### src/rtl/fifo_flags.sv
// Purpose: single-clock FIFO for any depth, with count, almost/exact flags and sticky error flags.
// Latency: a push is visible in count next cycle; pop in cycle N gives read_data/read_valid in N+1.
// Backpressure: push while full (without pop) and pop while empty are dropped and set overflow/underflow.
module fifo_flags #(
  parameter int DATA_W    = 10,
  parameter int DEPTH     = 6,
  parameter int AF_THRESH = DEPTH - 1,
  parameter int AE_THRESH = 1
) (
  input  logic                       clock,
  input  logic                       rst_n,
  input  logic                       clear,
  input  logic                       push,
  input  logic [DATA_W-1:0]          data_in,
  input  logic                       pop,
  output logic [DATA_W-1:0]          read_data,
  output logic                       read_valid,
  output logic [$clog2(DEPTH+1)-1:0] count,
  output logic                       full,
  output logic                       empty,
  output logic                       almost_full,
  output logic                       almost_empty,
  output logic                       overflow,
  output logic                       underflow
);

  localparam int CNT_W = $clog2(DEPTH + 1);
  localparam int PTR_W = (DEPTH > 1) ? $clog2(DEPTH) : 1;

  localparam logic [CNT_W-1:0] DEPTH_C = CNT_W'(DEPTH);
  localparam logic [CNT_W-1:0] AF_C    = CNT_W'(AF_THRESH);
  localparam logic [CNT_W-1:0] AE_C    = CNT_W'(AE_THRESH);
  localparam logic [PTR_W-1:0] PTR_LAST = PTR_W'(DEPTH - 1);

  logic [DATA_W-1:0] mem_q [DEPTH];

  logic [PTR_W-1:0]  wr_ptr_q, wr_ptr_d;
  logic [PTR_W-1:0]  rd_ptr_q, rd_ptr_d;
  logic [CNT_W-1:0]  count_q, count_d;
  logic [DATA_W-1:0] read_data_q, read_data_d;
  logic              read_valid_q, read_valid_d;
  logic              overflow_q, overflow_d;
  logic              underflow_q, underflow_d;
  logic              push_acc, pop_acc;

  // Explicit wrap so non-power-of-two depths never index past the last entry.
  function automatic logic [PTR_W-1:0] ptr_inc(input logic [PTR_W-1:0] p);
    return (p == PTR_LAST) ? '0 : p + PTR_W'(1);
  endfunction

  // Acceptance and next-state; clear overrides everything except read_data.
  always_comb begin
    pop_acc      = 1'b0;
    push_acc     = 1'b0;
    wr_ptr_d     = wr_ptr_q;
    rd_ptr_d     = rd_ptr_q;
    count_d      = count_q;
    read_data_d  = read_data_q;
    read_valid_d = 1'b0;
    overflow_d   = overflow_q;
    underflow_d  = underflow_q;

    if (clear) begin
      wr_ptr_d    = '0;
      rd_ptr_d    = '0;
      count_d     = '0;
      overflow_d  = 1'b0;
      underflow_d = 1'b0;
    end else begin
      // A pop frees a slot in the same edge, so a full FIFO can take push+pop together.
      pop_acc  = pop && (count_q != '0);
      push_acc = push && ((count_q != DEPTH_C) || pop_acc);

      if (push && !push_acc) overflow_d  = 1'b1;
      if (pop && !pop_acc)   underflow_d = 1'b1;

      if (push_acc) wr_ptr_d = ptr_inc(wr_ptr_q);
      if (pop_acc) begin
        rd_ptr_d     = ptr_inc(rd_ptr_q);
        read_data_d  = mem_q[rd_ptr_q];
        read_valid_d = 1'b1;
      end

      if (push_acc && !pop_acc)      count_d = count_q + CNT_W'(1);
      else if (pop_acc && !push_acc) count_d = count_q - CNT_W'(1);
    end
  end

  // Control and output registers, asynchronously reset.
  always_ff @(posedge clock or negedge rst_n) begin
    if (!rst_n) begin
      wr_ptr_q     <= '0;
      rd_ptr_q     <= '0;
      count_q      <= '0;
      read_data_q  <= '0;
      read_valid_q <= 1'b0;
      overflow_q   <= 1'b0;
      underflow_q  <= 1'b0;
    end else begin
      wr_ptr_q     <= wr_ptr_d;
      rd_ptr_q     <= rd_ptr_d;
      count_q      <= count_d;
      read_data_q  <= read_data_d;
      read_valid_q <= read_valid_d;
      overflow_q   <= overflow_d;
      underflow_q  <= underflow_d;
    end
  end

  // Storage array; contents are don't-care after reset so it carries no reset.
  always_ff @(posedge clock) begin
    if (push_acc) mem_q[wr_ptr_q] <= data_in;
  end

  // Flags decode only the count register, keeping inputs off every output path.
  always_comb begin
    count        = count_q;
    full         = (count_q == DEPTH_C);
    empty        = (count_q == '0);
    almost_full  = (count_q >= AF_C);
    almost_empty = (count_q <= AE_C);
    read_data    = read_data_q;
    read_valid   = read_valid_q;
    overflow     = overflow_q;
    underflow    = underflow_q;
  end

endmodule

### config.mk
export PLATFORM = sky130hd
export DESIGN_NAME = fifo_flags
export DESIGN_NICKNAME = d
export VERILOG_FILES = /design/src/rtl/fifo_flags.sv
export SDC_FILE = /design/constraint.sdc
export NUM_CORES = 1
export LEC_CHECK = 0
export ABC_AREA = 1
export BUFFER_PORTS_ARGS = -buffer_cell sky130_fd_sc_hd__buf_2
export CAP_MARGIN = 40
export CORE_MARGIN = 1.5
export CORE_UTILIZATION = 35
export DETAILED_ROUTE_END_ITERATION = 8
export PLACE_DENSITY_LB_ADDON = 0.12
export RECOVER_POWER = 50
export SLEW_MARGIN = 20
export SYNTH_ARGS = -nofsm -noshare
export SYNTH_HDL_FRONTEND = slang
export SYNTH_SLANG_ARGS = --single-unit
### constraint.sdc
create_clock -name clock -period 2.6 [get_ports clock]
set_input_delay 0.52 -clock clock [delete_from_list [all_inputs] [get_ports clock]]
set_output_delay 0.52 -clock clock [all_outputs]
set_load 0.02 [all_outputs]
==> After elaboration in Yosys (flattened, before gate mapping) <==
Memories as Yosys holds them, arrays and structs flattened. A register that Yosys moved wholly into a read port is not among the register bits.
Index checks and enable logic that the tools add are counted.
{ "totals": {"reg_bits": 12, "ram_bits": 60, "inputBits": 15, "elab_cells": 54, "mem_count": 1} }
{ "classes": {"add_sub_neg": 4, "order_cmp": 2, "n_eq_ne": 4, "mux": 18, "n_bitwise": 1, "n_reduce_logical": 18} }
{ "memory_table": {"columns": ["name", "depth", "width", "rd", "rd_ports_with_merged_regs", "write_ports", "line_no", "text"], "rows": [
  ["mem_q", 6, 10, 1, 1, 1, "35", "logic [DATA_W-1:0] mem_q [DEPTH];"]
]} }
{ "op_table": {"columns": ["op", "count"], "rows": [
  ["two-way mux 3 bit", 9],
  ["adder 3 x 1 -> 3 bit, second input constant", 3],
  ["== test 3 bit, second input constant", 3],
  ["two-way mux 1 bit", 9],
  ["nonzero test 2 bit", 4],
  ["logical AND 1 bit", 6],
  ["nonzero test 3 bit", 2],
  ["greater-or-equal comparator 3 bit, second input constant", 1],
  ["<= comparator 3 x 1 -> 1 bit, second input constant", 1],
  ["logical NOT 1 bit", 3],
  ["logical NOT 3 bit", 1],
  ["inequality test 3 bit, second input constant", 1],
  ["subtractor 3 x 1 -> 3 bit, second input constant", 1],
  ["AND reduction 2 bit", 1],
  ["logical OR 1 bit", 1],
  ["inverter 1 bit", 1]
]} }

==> Logic depth before layout (Yosys ltp) <==
Gate-level depths: netlist (run 1).
{ "depth": {"depth_word": 9, "ltp_mapped": 9} }

==> Least setup slack after synthesis (run 1) <==
No wires, ideal clock.
{ "synth_timing": {"path_type": "register -> register", "start": "reg count_q[0], in the netlist count[0]", "end": "mem mem_q[5][0] (enable)", "arrival_time_ps": 2105, "setup_slack_ps": 91, "path_stages_with_launch": 6, "path_buffers": 0, "path_cell_list": "dfrtp_1 -> inv_1 -> ha_1 -> nand3_2 -> nand3_1 -> nor4_1"} }
{ "synth_between": {"elab_chain_cells": 7, "word_cells_on_any_way": 8, "classes_between": "eq/ne (1); mux (3); reduce/logical (4)"} }
{ "synth_lines": {"columns": ["item", "line_no", "text"], "rows": [
  ["start: declaration", "39", "logic [CNT_W-1:0] count_q, count_d;"],
  ["start signal: assignment", "102", "count_q <= count_d;"],
  ["nonzero test 3 bit", "71", "pop_acc = pop && (count_q != '0);"],
  ["logical AND 1 bit", "71", null],
  ["logical OR 1 bit (*)", "72", "push_acc = push && ((count_q != DEPTH_C) || pop_acc);"],
  ["logical AND 1 bit (*)", "72", null],
  ["two-way mux 1 bit (*)", "63", "if (clear) begin"],
  ["two-way mux 1 bit (*)", "112", "if (push_acc) mem_q[wr_ptr_q] <= data_in;"],
  ["two-way mux 1 bit (implied by the code) (*)", "112", null],
  ["end: declaration", "35", null]
]} }
Every way passes the cells marked *; elsewhere a longest branch is shown, timed or not.

==> Worst setup path after layout (run 1) <==
{ "layout_timing": {"start": "reg count_q[0], in the netlist count[0]", "end": "mem mem_q[5][2] (enable)"} }
Same word-level chain as after synthesis.

==> impl_metrics.ini, run 1 <==
[clock_network]
cts_hold_buf = 0
insertion_delay_ps = 340
cts_made_buffers = 9
clkSlewWorstSetupHoldPaths_ps = 80
cts_htree_levels = 3
post_cts_resize_count = 0
cts_setup_buffers = 0
tritoncts = yes
numClockSinks = 82
clock-root-buffer = sky130_fd_sc_hd__clkbuf_8
cts.path.max_buffers = 2

[final_layout]
finalNonFillerCells = 526
share_of_cells_above_drive_strength_1 = 0.173
layout.filler_cells = 991
layout.nets = 408
n_antenna_cell = 0
area.growth.synth_to_final_pct = 14.9

[sta]
hold-worst-slack_ps = 452
fin_tns_setup_ps = 0
drv_slew = 22
finalSetupViolCount = 0
finClkSkew_ps = 8.40
max_freq_mhz = 486
slew_headroom = -0.00131
final_critical_path_setup_slack_ps = 542
rsz0062_at_grt = false
finalHoldViolations = 0
finalWorstPathRequiredPeriod_ps = 2060
timing.final.crit_share = 0.792
timing_worst_slew_pin_value_ps = 1500

[detailed_routing]
drc = 0
drt-initial-drc-count = 82
route.met2.wl_mm = 3.50
top_layer_used = met4
drt_wl_total_mm = 7.83
routedWlPerCell_um = 14.9
avgViaCountPerCell = 4.49
drtAntennaViolNets = 0
drt_pre_antenna_iters = 4
num_vias = 2361
route.layer.met1.wl_mm = 3.92
met3_length_um = 251

[setup_path]
timing.critical_path.from_type = flop
ff2ff_setup_slack_ps = 540
timing.critical_path.arrival_ps = 2110
cp-end-kind = flop
path_class = reg2reg
r2r_end = mem_q[5][2]$_DFFE_PP_
timing.rr.start = count[0]$_DFFE_PN0P_
crit_chain = inv_1 -> ha_1 -> nand3_1 -> nand3_1 -> nor4_2 -> buf_4
timing.critical_path.slowest_cell_delay_ps = 410
largest_delay_share_family_worst_path = simple AND/OR/NAND/NOR gates
critical_path.most_common_cell = sky130_fd_sc_hd__nand3_1
worstPathRequired_ps = 2650
worst-path-max-fanout = 7
worst_r2r_path_depth = 6
critPathSlowestCell = sky130_fd_sc_hd__dfrtp_1
critical_path.n_buffers_inverters = 2

[power]
max-vdd-ir-drop_mv = 0.301
power_density_nw_per_um2 = 870
total_power_uw = 3620
power.leakage_uw = 0.00183

[grt]
first_global_vias = 2319
grt.overflow.total = 0
grt_first_pass_wirelength_mm = 12.4
track_usage = 0.152
antenna_violations_before_repair = 0
grt_start_max_net_pins = 25

[floorplanning]
core.rowCount = 36
pin_count = 35
die_area_um2 = 11000
coreArea_um2 = 9910
fp.dieH_um = 105
floorplan.initialDensity = 0.366
die_w_um = 105

[logic_synthesis]
dominantRegCellSynth = sky130_fd_sc_hd__edfxtp_1
synth_area_leader_cell = sky130_fd_sc_hd__edfxtp_1
synth.top_cells.by_count = sky130_fd_sc_hd__nand2_1 (81), sky130_fd_sc_hd__edfxtp_1 (60), sky130_fd_sc_hd__inv_1 (47), sky130_fd_sc_hd__nor2_1 (33), sky130_fd_sc_hd__nand3_1 (24)
synth_warnings = 0
synth.net_count = 360
synthMostInstantiatedCell = sky130_fd_sc_hd__nand2_1
synth-seq-cells = 82
synth.area.top_cells = sky130_fd_sc_hd__edfxtp_1 (50%), sky130_fd_sc_hd__dfrtp_1 (15%), sky130_fd_sc_hd__nand2_1 (8.4%)
synth_area_um2 = 3630
postSynthCellCount = 340
async_flop_share = 0.268
seq_area_frac_synth = 0.649
synth.avg_cell_area_um2 = 10.7
count_of_different_cell_masters_after_synthesis = 27
synth_edf_count = 60
synthDominantCellAreaShare = 0.497

[placement]
gpl.final_weighted_congestion = 0.717
placedCellCount = 510
placement.setup.worst_slack_ps = 546
port_buffers = 34
post-dp-hpwl_mm = 5.03

[job]
drv.max_cap_violation_count = 1

[worst_hold_path]
timing.hold.worst_path_depth = 2
worst_hold_path_type = in2reg
timing.hold.worst_endpoint = read_valid$_DFF_PN0_
min-delay-start = clear

[run_status]
run_status = finished, violations left
failed_checks = capacitance limit, slew limit
[worst max-delay path by stage]
stage                    startpoint               endpoint  slack (ps)  depth (start not counted)
4_1_cts        count[0]$_DFFE_PN0P_  mem_q[5][2]$_DFFE_PP_         570                          6
5_1_grt        count[0]$_DFFE_PN0P_  mem_q[5][2]$_DFFE_PP_         330                          6
2_1_floorplan  count[0]$_DFFE_PN0P_  mem_q[5][0]$_DFFE_PP_          90                          5
3_5_place_dp                  clear  mem_q[5][7]$_DFFE_PP_         550                          5
6_report       count[0]$_DFFE_PN0P_  mem_q[5][2]$_DFFE_PP_         540                          6
3_3_place_gp                  clear  mem_q[5][2]$_DFFE_PP_         600                          5
[kinds of logic after synthesis]
group	after synthesis	share of synthesized area
compound gates	33	0.0638
simple gates	157	0.193
flops	82	0.649
xor+xnor	2	0.00483
buf+inv	61	0.0725
fa+ha+maj	5	0.0173
[power by group]
part / switching (µW) / internal (µW) / total, µW / leakage [µW]
Sequential: 96.0 / 1530 / 1620 / 0.000811
Clock: 443 / 541 / 984 / 0.000105
Combinational: 670 / 347 / 1020 / 0.000913
Total: 1210 / 2410 / 3620 / 0.00183
[registers in the layout, indices dropped and copies added, names as in the netlist]
name        cells
count           3
mem_q          60
overflow        1
rd_ptr_q        3
read_data      10
read_valid      1
underflow       1
wr_ptr_q        3
[per-stage QoR]
stage               instance area, µm²   util
floorplan                         3630      -
global placement                  4010  0.404
detailed placement                4010  0.404
CTS                               4220  0.426
global route                      4170  0.420
finish                            4170  0.420
[cell usage in the layout (no fill, tap or decap), types with 4 or more instances in the layout]
cell / instances
sky130_fd_sc_hd__nand2_1: 82
sky130_fd_sc_hd__edfxtp_1: 60
sky130_fd_sc_hd__inv_1: 47
sky130_fd_sc_hd__nor2_1: 34
sky130_fd_sc_hd__nand3_1: 25
sky130_fd_sc_hd__dfrtp_1: 22
sky130_fd_sc_hd__clkbuf_1: 20
sky130_fd_sc_hd__buf_2: 16
sky130_fd_sc_hd__buf_4: 15
sky130_fd_sc_hd__o21ai_0: 14
sky130_fd_sc_hd__nor2_2: 9
sky130_fd_sc_hd__a21boi_2: 9
sky130_fd_sc_hd__clkbuf_8: 9
sky130_fd_sc_hd__ha_1: 5
sky130_fd_sc_hd__a21oi_1: 4
[layer usage]
metal	global-route usage	up-vias
li1	-	1194
met1	0.207	1115
met2	0.236	40
met3	0.0306	12
met4	0.0665	0
met5	0	-
[area by class of cell]
| type | instances | area [µm²] | share of cell area |
|---|---|---|---|
| clock buffers | 11 | 131 | 0.0315 |
| clock inverters | 5 | 77.6 | 0.0186 |
| flip-flops and latches | 82 | 2350 | 0.565 |
| repair buffers | 49 | 260 | 0.0625 |
| inverters | 49 | 189 | 0.0454 |
| multi-input cells | 197 | 988 | 0.237 |
| well taps | 133 | 166 | 0.0400 |
[worst register-to-register path, cell delays in order, from the launching register on]
cell	delay [ps]
sky130_fd_sc_hd__dfrtp_1	410
sky130_fd_sc_hd__inv_1	110
sky130_fd_sc_hd__ha_1	230
sky130_fd_sc_hd__nand3_1	150
sky130_fd_sc_hd__nand3_1	180
sky130_fd_sc_hd__nor4_2	410
sky130_fd_sc_hd__buf_4	270
(Power assumes the default switching activity.)
==> run 2: changes to the inputs <==
Clock period 2.6 ns to 1.7 ns, I/O delays scaled along.
==> impl_metrics.ini, run 2 (synthesis results as in run 1) <==
[placement]
post-dp-hpwl_mm = 5.51
placement_cell_area_um2 = 4210
placement.setup.worst_slack_ps = 12.6
port_buffers = 34
gpl.final_weighted_congestion = 0.726
placedCellCount = 520

[sta]
finalSetupViolCount = 0
finalHoldViolations = 0
finalWorstPathRequiredPeriod_ps = 1680
slew_headroom = 0.560
drv_slew = 0
final_critical_path_setup_slack_ps = 15.6
timing_worst_slew_pin_value_ps = 661
timing.final.crit_share = 0.991
rsz0062_at_grt = true
max_freq_mhz = 594
finClkSkew_ps = 11.8

[final_layout]
n_antenna_cell = 0
stdcell_area_um2 = 4440
layout.filler_cells = 971
area.growth.synth_to_final_pct = 22.5
finalNonFillerCells = 541
layout.cells.most_common = sky130_fd_sc_hd__nand2_1
layout.nets = 423
share_of_cells_above_drive_strength_1 = 0.260
max_flop_register = mem_q
max_ffs_per_register = 60
layout_common_cells = sky130_fd_sc_hd__nand2_1 (80), sky130_fd_sc_hd__edfxtp_1 (60), sky130_fd_sc_hd__inv_1 (45), sky130_fd_sc_hd__nor2_1 (30), sky130_fd_sc_hd__buf_4 (27)
final_util = 0.448

[clock_network]
cts_htree_levels = 3
numClockSinks = 82
tritoncts = yes
clkSlewWorstSetupHoldPaths_ps = 90
cts_made_buffers = 9
cts.path.max_buffers = 2
clock-root-buffer = sky130_fd_sc_hd__clkbuf_8
insertion_delay_ps = 360

[power]
power_density_nw_per_um2 = 1250
power.leakage_uw = 0.00194
clock_power_share = 0.217
swShare = 0.351
power_frac_seq = 0.446
total_switching_power_uw = 1940
max-vdd-ir-drop_mv = 0.507
combPwrFrac = 0.338
total_power_uw = 5530
power.internal_uw = 3590

[detailed_routing]
drt_pre_antenna_iters = 4
drt-initial-drc-count = 76
routedWlPerCell_um = 14.8
drc = 0
num_vias = 2481
avgViaCountPerCell = 4.59
drtAntennaViolNets = 0
drt_wl_total_mm = 8.01

[setup_path]
cp-end-kind = primary output
timing.critical_path.arrival_ps = 1340
crit_chain = buf_6 -> ha_4 -> nor2_2 -> nor2_1 -> buf_4
timing.critical_path.slowest_cell_delay_ps = 440
largest_delay_share_family_worst_path = flip-flops
path_class = reg2out
critPathSlowestCell = sky130_fd_sc_hd__dfrtp_2
worstPathRequired_ps = 1360
worst-path-max-fanout = 2
timing.critical_path.from_type = flop
critical_path.n_buffers_inverters = 2

[floorplanning]
die_area_um2 = 11000
coreArea_um2 = 9910
pin_count = 35
die_w_um = 105
floorplan.initialDensity = 0.366
fp.dieH_um = 105
core.rowCount = 36

[grt]
first_global_vias = 2504
grt_first_pass_wirelength_mm = 13.0
grt.overflow.total = 0
track_usage = 0.157
antenna_violations_before_repair = 0
grt_start_max_net_pins = 23

[worst_hold_path]
worst_hold_path_type = in2reg

[job]
drv.max_cap_violation_count = 0

[run_status]
run_status = complete, no violations
## run 2: cell count changes in the layout (fill, tap and decap cells not counted), sizes merged
| cell | delta |
|---|---|
| bufinv | -2 |
| buf | +21 |
| clkinv | +4 |
| dlygate4sd3 | +1 |
| inv | -2 |
| clkbuf | -7 |
## run 2: power groups by stage
stage	registers (µW)	logic (µW)	clock network (µW)
3_5_place_dp	2510	1760	0
3_3_place_gp	2500	1760	0
5_1_grt	2490	2090	1310
2_1_floorplan	2670	1050	0
4_1_cts	2460	1860	1240
6_report	2460	1870	1200
## run 2: cell type report
class                           instances  area [µm²]  area share
Clock buffer                           11         131      0.0296
Clock inverter                          5        22.5     0.00507
Inverter                               49         196      0.0442
Multi-Input combinational cell        197        1120       0.253
Sequential cell                        82        2350       0.530
Tap cell                              133         166      0.0375
Timing Repair Buffer                   64         447       0.101
## run 2: final timing paths
check | start | endpoint | slack (ps) | cells after the start
min | clear | read_valid$_DFF_PN0_ | 300 | 3
min in group asynchronous | rst_n | overflow$_DFFE_PN0P_ | 540 | 2
min reg2reg | underflow$_DFFE_PN0P_ | underflow$_DFFE_PN0P_ | 490 | 1
max reg2reg | count[0]$_DFFE_PN0P_ | mem_q[5][8]$_DFFE_PP_ | 70 | 6
max | count[0]$_DFFE_PN0P_ | almost_full | 20 | 5
max in group asynchronous | rst_n | count[1]$_DFFE_PN0P_ | 700 | 2
## run 2: stage by stage
step,hold WS (ps),setup TNS (ps)
after floorplan,44.4,-1040
after global placement,388,0
after detailed placement,385,0
after CTS,227,0
after global routing,308,-18.3
final,298,0
## run 2: timing repair
item	4_1_cts	5_1_grt
gates resized for setup	10	4
hold buffers	1	0
buffers inserted	2	2
setup endpoints to repair	21	30
hold endpoints to repair	7	0
pin swaps	2	0
## run 2: routing by layer
metal | vias to the layer above | share of wire | track usage
met5 | - | 0 | 0
met2 | 42 | 0.47 | 0.258
met3 | 10 | 0.034 | 0.0324
li1 | 1230 | - | -
met1 | 1199 | 0.48 | 0.204
met4 | 0 | 0.015 | 0.0558
## run 2: worst register-to-register path: stages (launching register included)
cell                       delay [ps]
sky130_fd_sc_hd__dfrtp_2          410
sky130_fd_sc_hd__clkinv_4          90
sky130_fd_sc_hd__ha_4             180
sky130_fd_sc_hd__nand3_4           80
sky130_fd_sc_hd__nand3_4          120
sky130_fd_sc_hd__nor4_4           280
sky130_fd_sc_hd__buf_12           190
